==> src/rtl/fpdiv_pkg.sv <==
// Shared types and constants for the FP divide/sqrt issue queue.
package fpdiv_pkg;

  localparam int DST_W = 4;

  localparam logic [2:0] FMT_SINGLE = 3'b000;
  localparam logic [2:0] FMT_DOUBLE = 3'b001;
  localparam logic [2:0] FMT_QUAD   = 3'b100;

  typedef struct packed {
    logic             cmd;
    logic [2:0]       sa;
    logic [2:0]       sb;
    logic [127:0]     a;
    logic [127:0]     b;
    logic [DST_W-1:0] dst;
  } fpdiv_req_t;

  typedef enum logic [1:0] {
    IDLE,
    ISSUE,
    WAITBUSY,
    WAITDONE
  } iq_state_t;

endpackage

==> src/rtl/fpdiv_req_fifo.sv <==
// In-order request storage with extended-pointer full/empty detection and flush.
module fpdiv_req_fifo
  import fpdiv_pkg::*;
#(
  parameter int Depth = 4
) (
  input  logic                     clk,
  input  logic                     rst,
  input  logic                     push_i,
  input  logic                     pop_i,
  input  logic                     flush_i,
  input  fpdiv_req_t               wdata_i,
  output fpdiv_req_t               rdata_o,
  output logic                     full_o,
  output logic                     empty_o,
  output logic [$clog2(Depth):0]   count_o
);

  localparam int AW = $clog2(Depth);

  logic [AW:0] wptr_q, wptr_d;
  logic [AW:0] rptr_q, rptr_d;
  logic        do_push;
  fpdiv_req_t  mem_q [Depth];

  assign full_o  = (wptr_q[AW] != rptr_q[AW]) && (wptr_q[AW-1:0] == rptr_q[AW-1:0]);
  assign empty_o = (wptr_q == rptr_q);
  assign count_o = wptr_q - rptr_q;
  assign rdata_o = mem_q[rptr_q[AW-1:0]];

  // A push coinciding with flush is discarded along with the queued entries.
  assign do_push = push_i && !full_o && !flush_i;

  always_comb begin
    // NOTE: every combinational output gets a default first, so no path can leave it unassigned and infer a latch.
    wptr_d = wptr_q;
    rptr_d = rptr_q;
    if (do_push) wptr_d = wptr_q + {{AW{1'b0}}, 1'b1};
    if (flush_i)                   rptr_d = wptr_q;
    else if (pop_i && !empty_o)    rptr_d = rptr_q + {{AW{1'b0}}, 1'b1};
  end

  // NOTE: sequential state uses non-blocking assignments so every register samples pre-edge values.
  always_ff @(posedge clk or posedge rst) begin
    if (rst) begin
      wptr_q <= '0;
      rptr_q <= '0;
    end else begin
      wptr_q <= wptr_d;
      rptr_q <= rptr_d;
    end
  end

  // NOTE: the storage array is deliberately not reset; the pointers alone define which entries are valid.
  always_ff @(posedge clk) begin
    if (do_push) mem_q[wptr_q[AW-1:0]] <= wdata_i;
  end

endmodule

==> src/rtl/fpdiv_issue_queue.sv <==
// Request buffer and one-at-a-time issue sequencer in front of the 128-bit FP divide/sqrt unit.
module fpdiv_issue_queue
  import fpdiv_pkg::*;
#(
  parameter int DSTWidth = DST_W,
  parameter int Depth    = 4
) (
  input  logic                     CLK,
  input  logic                     RST,
  input  logic                     ACT,
  input  logic                     CMD,
  input  logic [2:0]               SA,
  input  logic [2:0]               SB,
  input  logic [127:0]             A,
  input  logic [127:0]             B,
  input  logic [DSTWidth-1:0]      DSTi,
  input  logic                     FLUSH,
  output logic                     NEXT,
  output logic                     DACT,
  output logic                     DCMD,
  output logic [2:0]               DSA,
  output logic [2:0]               DSB,
  output logic [127:0]             DA,
  output logic [127:0]             DB,
  output logic [DSTWidth-1:0]      DDST,
  input  logic                     DNEXT,
  input  logic                     DRDY,
  output logic [$clog2(Depth):0]   Count,
  output logic                     Busy
);

  iq_state_t  state_q, state_d;
  fpdiv_req_t dreq_q, dreq_d;
  logic       busy_q, busy_d;

  fpdiv_req_t push_req, head_req;
  logic       full, empty, pop, can_issue;

  assign push_req = {CMD, SA, SB, A, B, DSTi};

  fpdiv_req_fifo #(.Depth(Depth)) u_fifo (
    .clk     (CLK),
    .rst     (RST),
    .push_i  (ACT),
    .pop_i   (pop),
    .flush_i (FLUSH),
    .wdata_i (push_req),
    .rdata_o (head_req),
    .full_o  (full),
    .empty_o (empty),
    .count_o (Count)
  );

  assign NEXT      = !full;
  assign can_issue = !empty && DNEXT && !FLUSH;

  always_comb begin
    state_d = state_q;
    busy_d  = busy_q;
    pop     = 1'b0;
    unique case (state_q)
      IDLE: begin
        if (can_issue) begin
          pop     = 1'b1;
          state_d = ISSUE;
        end
      end
      ISSUE: begin
        busy_d  = 1'b1;
        state_d = WAITBUSY;
      end
      WAITBUSY: begin
        if (DRDY) begin
          busy_d  = 1'b0;
          state_d = IDLE;
        end else if (!DNEXT) begin
          state_d = WAITDONE;
        end
      end
      WAITDONE: begin
        // Back-to-back issue is allowed on the DRDY cycle when the divider is already idle again.
        if (DRDY) begin
          busy_d = 1'b0;
          if (can_issue) begin
            pop     = 1'b1;
            state_d = ISSUE;
          end else begin
            state_d = IDLE;
          end
        end
      end
      default: state_d = IDLE;
    endcase
    dreq_d = pop ? head_req : dreq_q;
  end

  always_ff @(posedge CLK or posedge RST) begin
    if (RST) begin
      state_q <= IDLE;
      busy_q  <= 1'b0;
      dreq_q  <= '0;
    end else begin
      state_q <= state_d;
      busy_q  <= busy_d;
      dreq_q  <= dreq_d;
    end
  end

  // Busy rises the cycle after the strobe, so DACT and Busy are never high together.
  assign DACT = (state_q == ISSUE);
  assign Busy = busy_q;
  assign DCMD = dreq_q.cmd;
  assign DSA  = dreq_q.sa;
  assign DSB  = dreq_q.sb;
  assign DA   = dreq_q.a;
  assign DB   = dreq_q.b;
  assign DDST = dreq_q.dst;

endmodule
==> config.mk <==
export PLATFORM = sky130hd
export DESIGN_NAME = fpdiv_issue_queue
export DESIGN_NICKNAME = d
export VERILOG_FILES = /design/src/rtl/fpdiv_pkg.sv /design/src/rtl/fpdiv_req_fifo.sv /design/src/rtl/fpdiv_issue_queue.sv
export SDC_FILE = /design/constraint.sdc
export NUM_CORES = 1
export LEC_CHECK = 0
export BUFFER_PORTS_ARGS = -buffer_cell sky130_fd_sc_hd__buf_2
export CORE_MARGIN = 1
export CORE_UTILIZATION = 28
export DETAILED_ROUTE_END_ITERATION = 7
export GPL_TIMING_DRIVEN = 0
export PLACE_DENSITY_LB_ADDON = 0.3
export SLEW_MARGIN = 20
export SYNTH_ARGS = -nofsm -noshare
export SYNTH_HDL_FRONTEND = slang
export SYNTH_SLANG_ARGS = --single-unit
==> constraint.sdc <==
create_clock -name CLK -period 11.5 [get_ports CLK]
set_clock_uncertainty 0.15 [all_clocks]
set_input_delay 0.575 -clock CLK [delete_from_list [all_inputs] [get_ports CLK]]
set_output_delay 0.575 -clock CLK [all_outputs]
set_load 0.02 [all_outputs]
# ---- After elaboration in Yosys (flattened, before gate mapping)
# Memory sizes are Yosys's and may differ from the RTL's. A register that Yosys moved wholly into a read port is not among the register bits.
# Cells that the tools add are included.
dict set report classes {
  n_addsub 3
  eq_ne 10
  n_mux 15
  reduce_logical 15
}
# cell n
set op_table {}
lappend op_table {{two-way mux 2 bit} 4}
lappend op_table {{one-hot mux 2 bit (4 select lines)} 1}
lappend op_table {{adder 3 x 1 -> 3 bit (second input constant)} 2}
lappend op_table {{logical AND 1 bit} 6}
lappend op_table {{two-way mux 1 bit} 6}
lappend op_table {{two-way mux 3 bit} 2}
lappend op_table {{== test 2 bit (second input constant)} 2}
lappend op_table {{!= test 2 bit (second input constant)} 2}
lappend op_table {{one-hot mux 1 bit (2 select lines)} 2}
lappend op_table {{nonzero test 2 bit} 2}
lappend op_table {{== test 3 bit} 1}
lappend op_table {{zero test 1 bit} 3}
lappend op_table {{!= test 3 bit (second input constant)} 1}
lappend op_table {{AND reduction 3 bit} 1}
lappend op_table {{subtractor 3 bit} 1}
lappend op_table {{== test 2 x 1 -> 1 bit (second input constant)} 1}
lappend op_table {{== test 2 bit} 1}
lappend op_table {{zero test 2 bit} 1}
lappend op_table {{!= test 2 x 1 -> 1 bit (second input constant)} 1}
lappend op_table {{AND reduction 2 bit} 1}
lappend op_table {{OR reduction 2 bit} 1}
lappend op_table {{!= test 1 bit} 1}
dict set report totals {
  reg_bits 9
  ram_bits 1068
  input_bits 273
  output_inout_bits 273
  elab_cells 48
  n_memories 1
}
# memory words width read_ports rd_clocked_by_memory_dff write_ports line_no
set memory_table {}
lappend memory_table {u_fifo.mem_q 4 267 1 1 1 fpdiv_req_fifo.sv:24} ;# fpdiv_req_t mem_q [Depth];

# ---- Longest topological paths before layout
dict set report logic_depth {
  ltp_word 10
  ltp_mapped 12
  depth_no_buf 6
}

# ---- By module
# From an unflattened synthesis, not the netlist that was laid out.
dict set report unflattened {
  cells_unflattened 2040
  hier_area_um2 49212.2
}
# module instances cells_each area_each_um2 seq_area_each_um2
set by_module_without_submodules {}
lappend by_module_without_submodules {fpdiv_req_fifo 1 1451 39056.2 32220.9}
lappend by_module_without_submodules {fpdiv_issue_queue 1 589 10156.0 6756.5}

# ---- Least setup slack after synthesis
# Ideal clock, no wire load.
dict set report synth_timing {
  path_kind {register to register}
  start {register u_fifo.rptr_q[1]}
  end {memory u_fifo.mem_q[3][0] (netlist name) (enable)}
  arrival_time_ns 8.250
  t_required_ns 10.686
  setup_slack_ns 2.437
  path_stages_with_launch 9
  path_buffers 3
  period_less_slack_ns 9.063
  path_cell_list {dfrtp_1 > buf_2 > clkbuf_1 > clkbuf_1 > inv_1 > ha_1 > and2_1 > a21oi_1 > and2_1}
}
dict set report synth_via {
  elab_chain_len 7
}
# element line_no
set synth_lines {}
lappend synth_lines {{from (decl)} fpdiv_req_fifo.sv:22} ;# logic [AW:0] rptr_q, rptr_d;
lappend synth_lines {{from (signal assigned)} fpdiv_req_fifo.sv:50} ;# rptr_q <= rptr_d;
lappend synth_lines {{== test 2 bit} fpdiv_req_fifo.sv:26} ;# assign full_o = (wptr_q[AW] != rptr_q[AW]) && (wptr_q[AW-1:0] == rptr_q[AW-1:0]);
lappend synth_lines {{logical AND 1 bit} fpdiv_req_fifo.sv:26}
lappend synth_lines {{zero test 1 bit} fpdiv_req_fifo.sv:32} ;# assign do_push = push_i && !full_o && !flush_i;
lappend synth_lines {{logical AND 1 bit (2 in series)} fpdiv_req_fifo.sv:32}
lappend synth_lines {{two-way mux 1 bit} fpdiv_req_fifo.sv:56} ;# if (do_push) mem_q[wptr_q[AW-1:0]] <= wdata_i;
lappend synth_lines {{two-way mux 1 bit (not written as such)} fpdiv_req_fifo.sv:56}
lappend synth_lines {{to (decl)} fpdiv_req_fifo.sv:24}
# No other way between the ends.

# ---- Worst setup path after layout
dict set report layout_timing {
  start {register u_fifo.rptr_q[1]}
  end {memory u_fifo.mem_q[0][167] (netlist name) (enable)}
}
# The elaborated chain is that of the path after synthesis.

==> flow_summary_export.csv <==
group,metric,value,unit
global_route,grt_pass1_vias,25400,
run,drv_cap,0,
synth,synth-main-ff-cell,"edfxtp_1",
placement,io_buffers,545,
power_and_ir_drop,ir_drop,0.149,mV
floorplan,chipWidth,420,um
clock_network,cts_buffer_depth,3,
floorplan,start_util,28.2,%
timing,fin_crit,5.19,ns
synth,syn_area,0.0490,sq mm
layout,areaGrowthSynthToFinish,29.0,%
timing,fmax,193,MHz
routing,wirelength,121000,um
clock_network,numCtsBuffers,146,
synth,synth-seq-cells,1344,
layout,fillers,16300,
floorplan,std_cell_rows,153,
critical_path,critical_path.cell_chain,"buf_2 -> clkbuf_1 -> clkbuf_1 -> inv_1 -> ha_1 -> and2_1 -> a21oi_1 -> and2_4 -> buf_16 -> buf_16 -> buf_16",
critical_path,cp_slowest_cell,"clkbuf_1",
clock_network,clk_pin_slew,0.06,ns
timing,finalWorstSetupSlack,6.31,ns
routing,dr_total_vias,23500,
synth,netlist-cell-type-count,29,
synth,syn_inst,2029,
layout,drive_above_1_share,44.2,%
global_route,antenna_found_initial,11,
critical_path,worst_ep_required_time,11.80,ns
routing,viasPerCell,4.29,
critical_path,critPathMaxFanout,41,
clock_network,cts_resized,0,
critical_path,cpPeakStageDelay,0.66,ns
clock_network,postCtsSetupBuffers,0,
clock_network,root_buffer,"clkbuf_16",
clock_network,cts_htree_levels,4,
timing,finalHoldViolCount,0,
floorplan,die_h,420,um
clock_network,clock-sinks,1344,
synth,synth_area_leader_cell,"edfxtp_1",
power_and_ir_drop,p_leak,22.4,nW
timing,rsz0062_at_grt,"false",
timing,setup_viol,0,
run_status,outcome,"finished, final reports clean",
synth,synthDominantCellAreaShare,65.5,%
placement,hpwl,78200,um
global_route,grt_overflow,0,
global_route,grt_max_degree,71,
synth,synth_edf_count,1068,
layout,layout_commonest_cell,"edfxtp_1",
synth,synthTopCellsByArea,"edfxtp_1 66%, dfrtp_1 14%, mux4_2 12%",
synth,avgSynthCellArea,24.1,sq um
placement,routabilityCongestion,0.722,
routing,antenna_left,0,
routing,drc,0,
timing,final.period_utilization,45.2,%
floorplan,num_io_pins,546,
critical_path,crit_top_cell,"buf_16",
timing,drv_slew,0,
floorplan,core-area,0.174,sq mm
critical_path,crit_type,"flip-flop to flip-flop",
synth,async_reset_ff_share,20.5,%
layout,nNetsFinal,3311,
placement,post-place-ws,6.08,ns
global_route,grt_pass1_wl,174000,um
synth,syn_nets,2315,
global_route,track_usage,13.6,%
critical_path,end_kind,"flip-flop",
clock_network,tritoncts,"yes",
critical_path,startpoint_type,"flip-flop",
hold_path,hold_class,"input port to flip-flop",
synth,yosysWarnings,0,
layout,fin_util,36.3,%
critical_path,worstPathArrival,5.49,ns
layout,layout.cells.most_common_list,"1068 x edfxtp_1, 580 x buf_2, 276 x dfrtp_1",
power_and_ir_drop,p_per_area,251,mW/mm^2
timing,worst_pin_slew,0.923,ns
synth,ys_seq_area_share,79.6,%
clock_network,cts_hold_buf,269,
routing,wire_per_inst,22.0,um
timing,relSlewSlack,38.5,%
routing,detail_route.iter0.violations,1243,
clock_network,clock_latency,0.79,ns
routing,firstDrtPassIters,4,
floorplan,dieArea,0.177,sq mm
==> power breakdown <==
part	switching [mW]	internal, mW	leakage, nW
Sequential	0.331	6.23	13.0
Clock	1.93	2.89	2.41
Combinational	2.50	1.94	6.96
Total	4.76	11.1	22.4
==> stage by stage <==
stage	TNS [ns]	hold WS, ns	std cells	total power [mW]	area, sq um
2_1_floorplan	0	0.355	2029	9.53	49000
3_3_place_gp	-6449.84	0.334	4899	11.3	54600
3_5_place_dp	0	0.341	4933	11.2	55500
4_1_cts	0	0.00509	5471	16.1	63100
5_1_grt	0	0.0178	5477	16.6	63200
6_report	0	0.0767	5479	15.8	63200
==> flip-flops by register name, summed over array words and instances (netlist names) <==
signal         flops
Busy               1
u_fifo.rptr_q      3
state_q            2
DA               128
u_fifo.wptr_q      3
DB               128
DDST               4
DSA                3
u_fifo.mem_q    1068
DCMD               1
DSB                3
==> metal layers <==
| metal | vias up | wire length [um] | GRT usage [%] |
|---|---|---|---|
| met1 | 12400 | 47400 | 15.8 |
| met4 | 2 | 4020 | 5.20 |
| met5 | - | 10 | 0 |
| li1 | 10400 | - | - |
| met3 | 196 | 5390 | 3.06 |
| met2 | 493 | 63900 | 24.1 |
==> logic make-up after synthesis <==
logic type | share of synthesized area, %
buffers and inverters | 1.07
xor gates and xnor gates | 0.107
DFF | 79.6
adders and majority gates | 0.348
and+or+nand+nor | 0.174
AOI/OAI and AO/OA | 0.235
muxes | 18.4
==> critical path: cells and delay by family, from the launching register on <==
family,cells,cell delay (ns)
AND/OR/NAND/NOR,2,0.71
buffers and inverters,7,2.61
flip-flops,1,0.39
AO/OA/AOI/OAI,1,0.51
adder cells (fa/ha/maj),1,0.32
==> Yosys cell counts (2+ instances only) <==
| library cell | instances |
|---|---|
| nand2_1 | 5 |
| a21oi_1 | 5 |
| clkbuf_1 | 35 |
| o22a_1 | 2 |
| buf_4 | 11 |
| inv_1 | 9 |
| ha_1 | 12 |
| nand2b_1 | 3 |
| buf_6 | 9 |
| xnor2_1 | 4 |
| mux4_2 | 267 |
| xor2_1 | 2 |
| buf_2 | 35 |
| edfxtp_1 | 1068 |
| mux2_2 | 268 |
| nor2_1 | 2 |
| dfrtp_1 | 276 |
| and2_1 | 5 |
==> worst paths after layout <==
check | endpoint | start | slack [ns] | cells past startpoint
max | u_fifo.mem_q[0][167] | u_fifo.rptr_q[1] | 6.31 | 11
min | state_q[0] | DRDY | 0.08 | 3
max reg2reg | u_fifo.mem_q[0][167] | u_fifo.rptr_q[1] | 6.31 | 11
min reg2reg | DB[85] | DB[85] | 0.35 | 1
max in group asynchronous | DB[51] | RST | 9.95 | 5
min in group asynchronous | DB[110] | RST | 0.16 | 3
==> area by class of cell <==
type,instances,area [sq um],share of cell area (%)
Tap cell,2325,2910,4.61
Clock inverter,70,887,1.40
Timing Repair Buffer,848,6300,9.98
Antenna cell,8,20.0,0.0317
Multi-Input combinational cell,586,9460,15.0
Inverter,9,41.3,0.0654
Buffer,90,499,0.790
Clock buffer,199,4060,6.43
Sequential cell,1344,39000,61.7
Power figures use the tool's default switching activity.
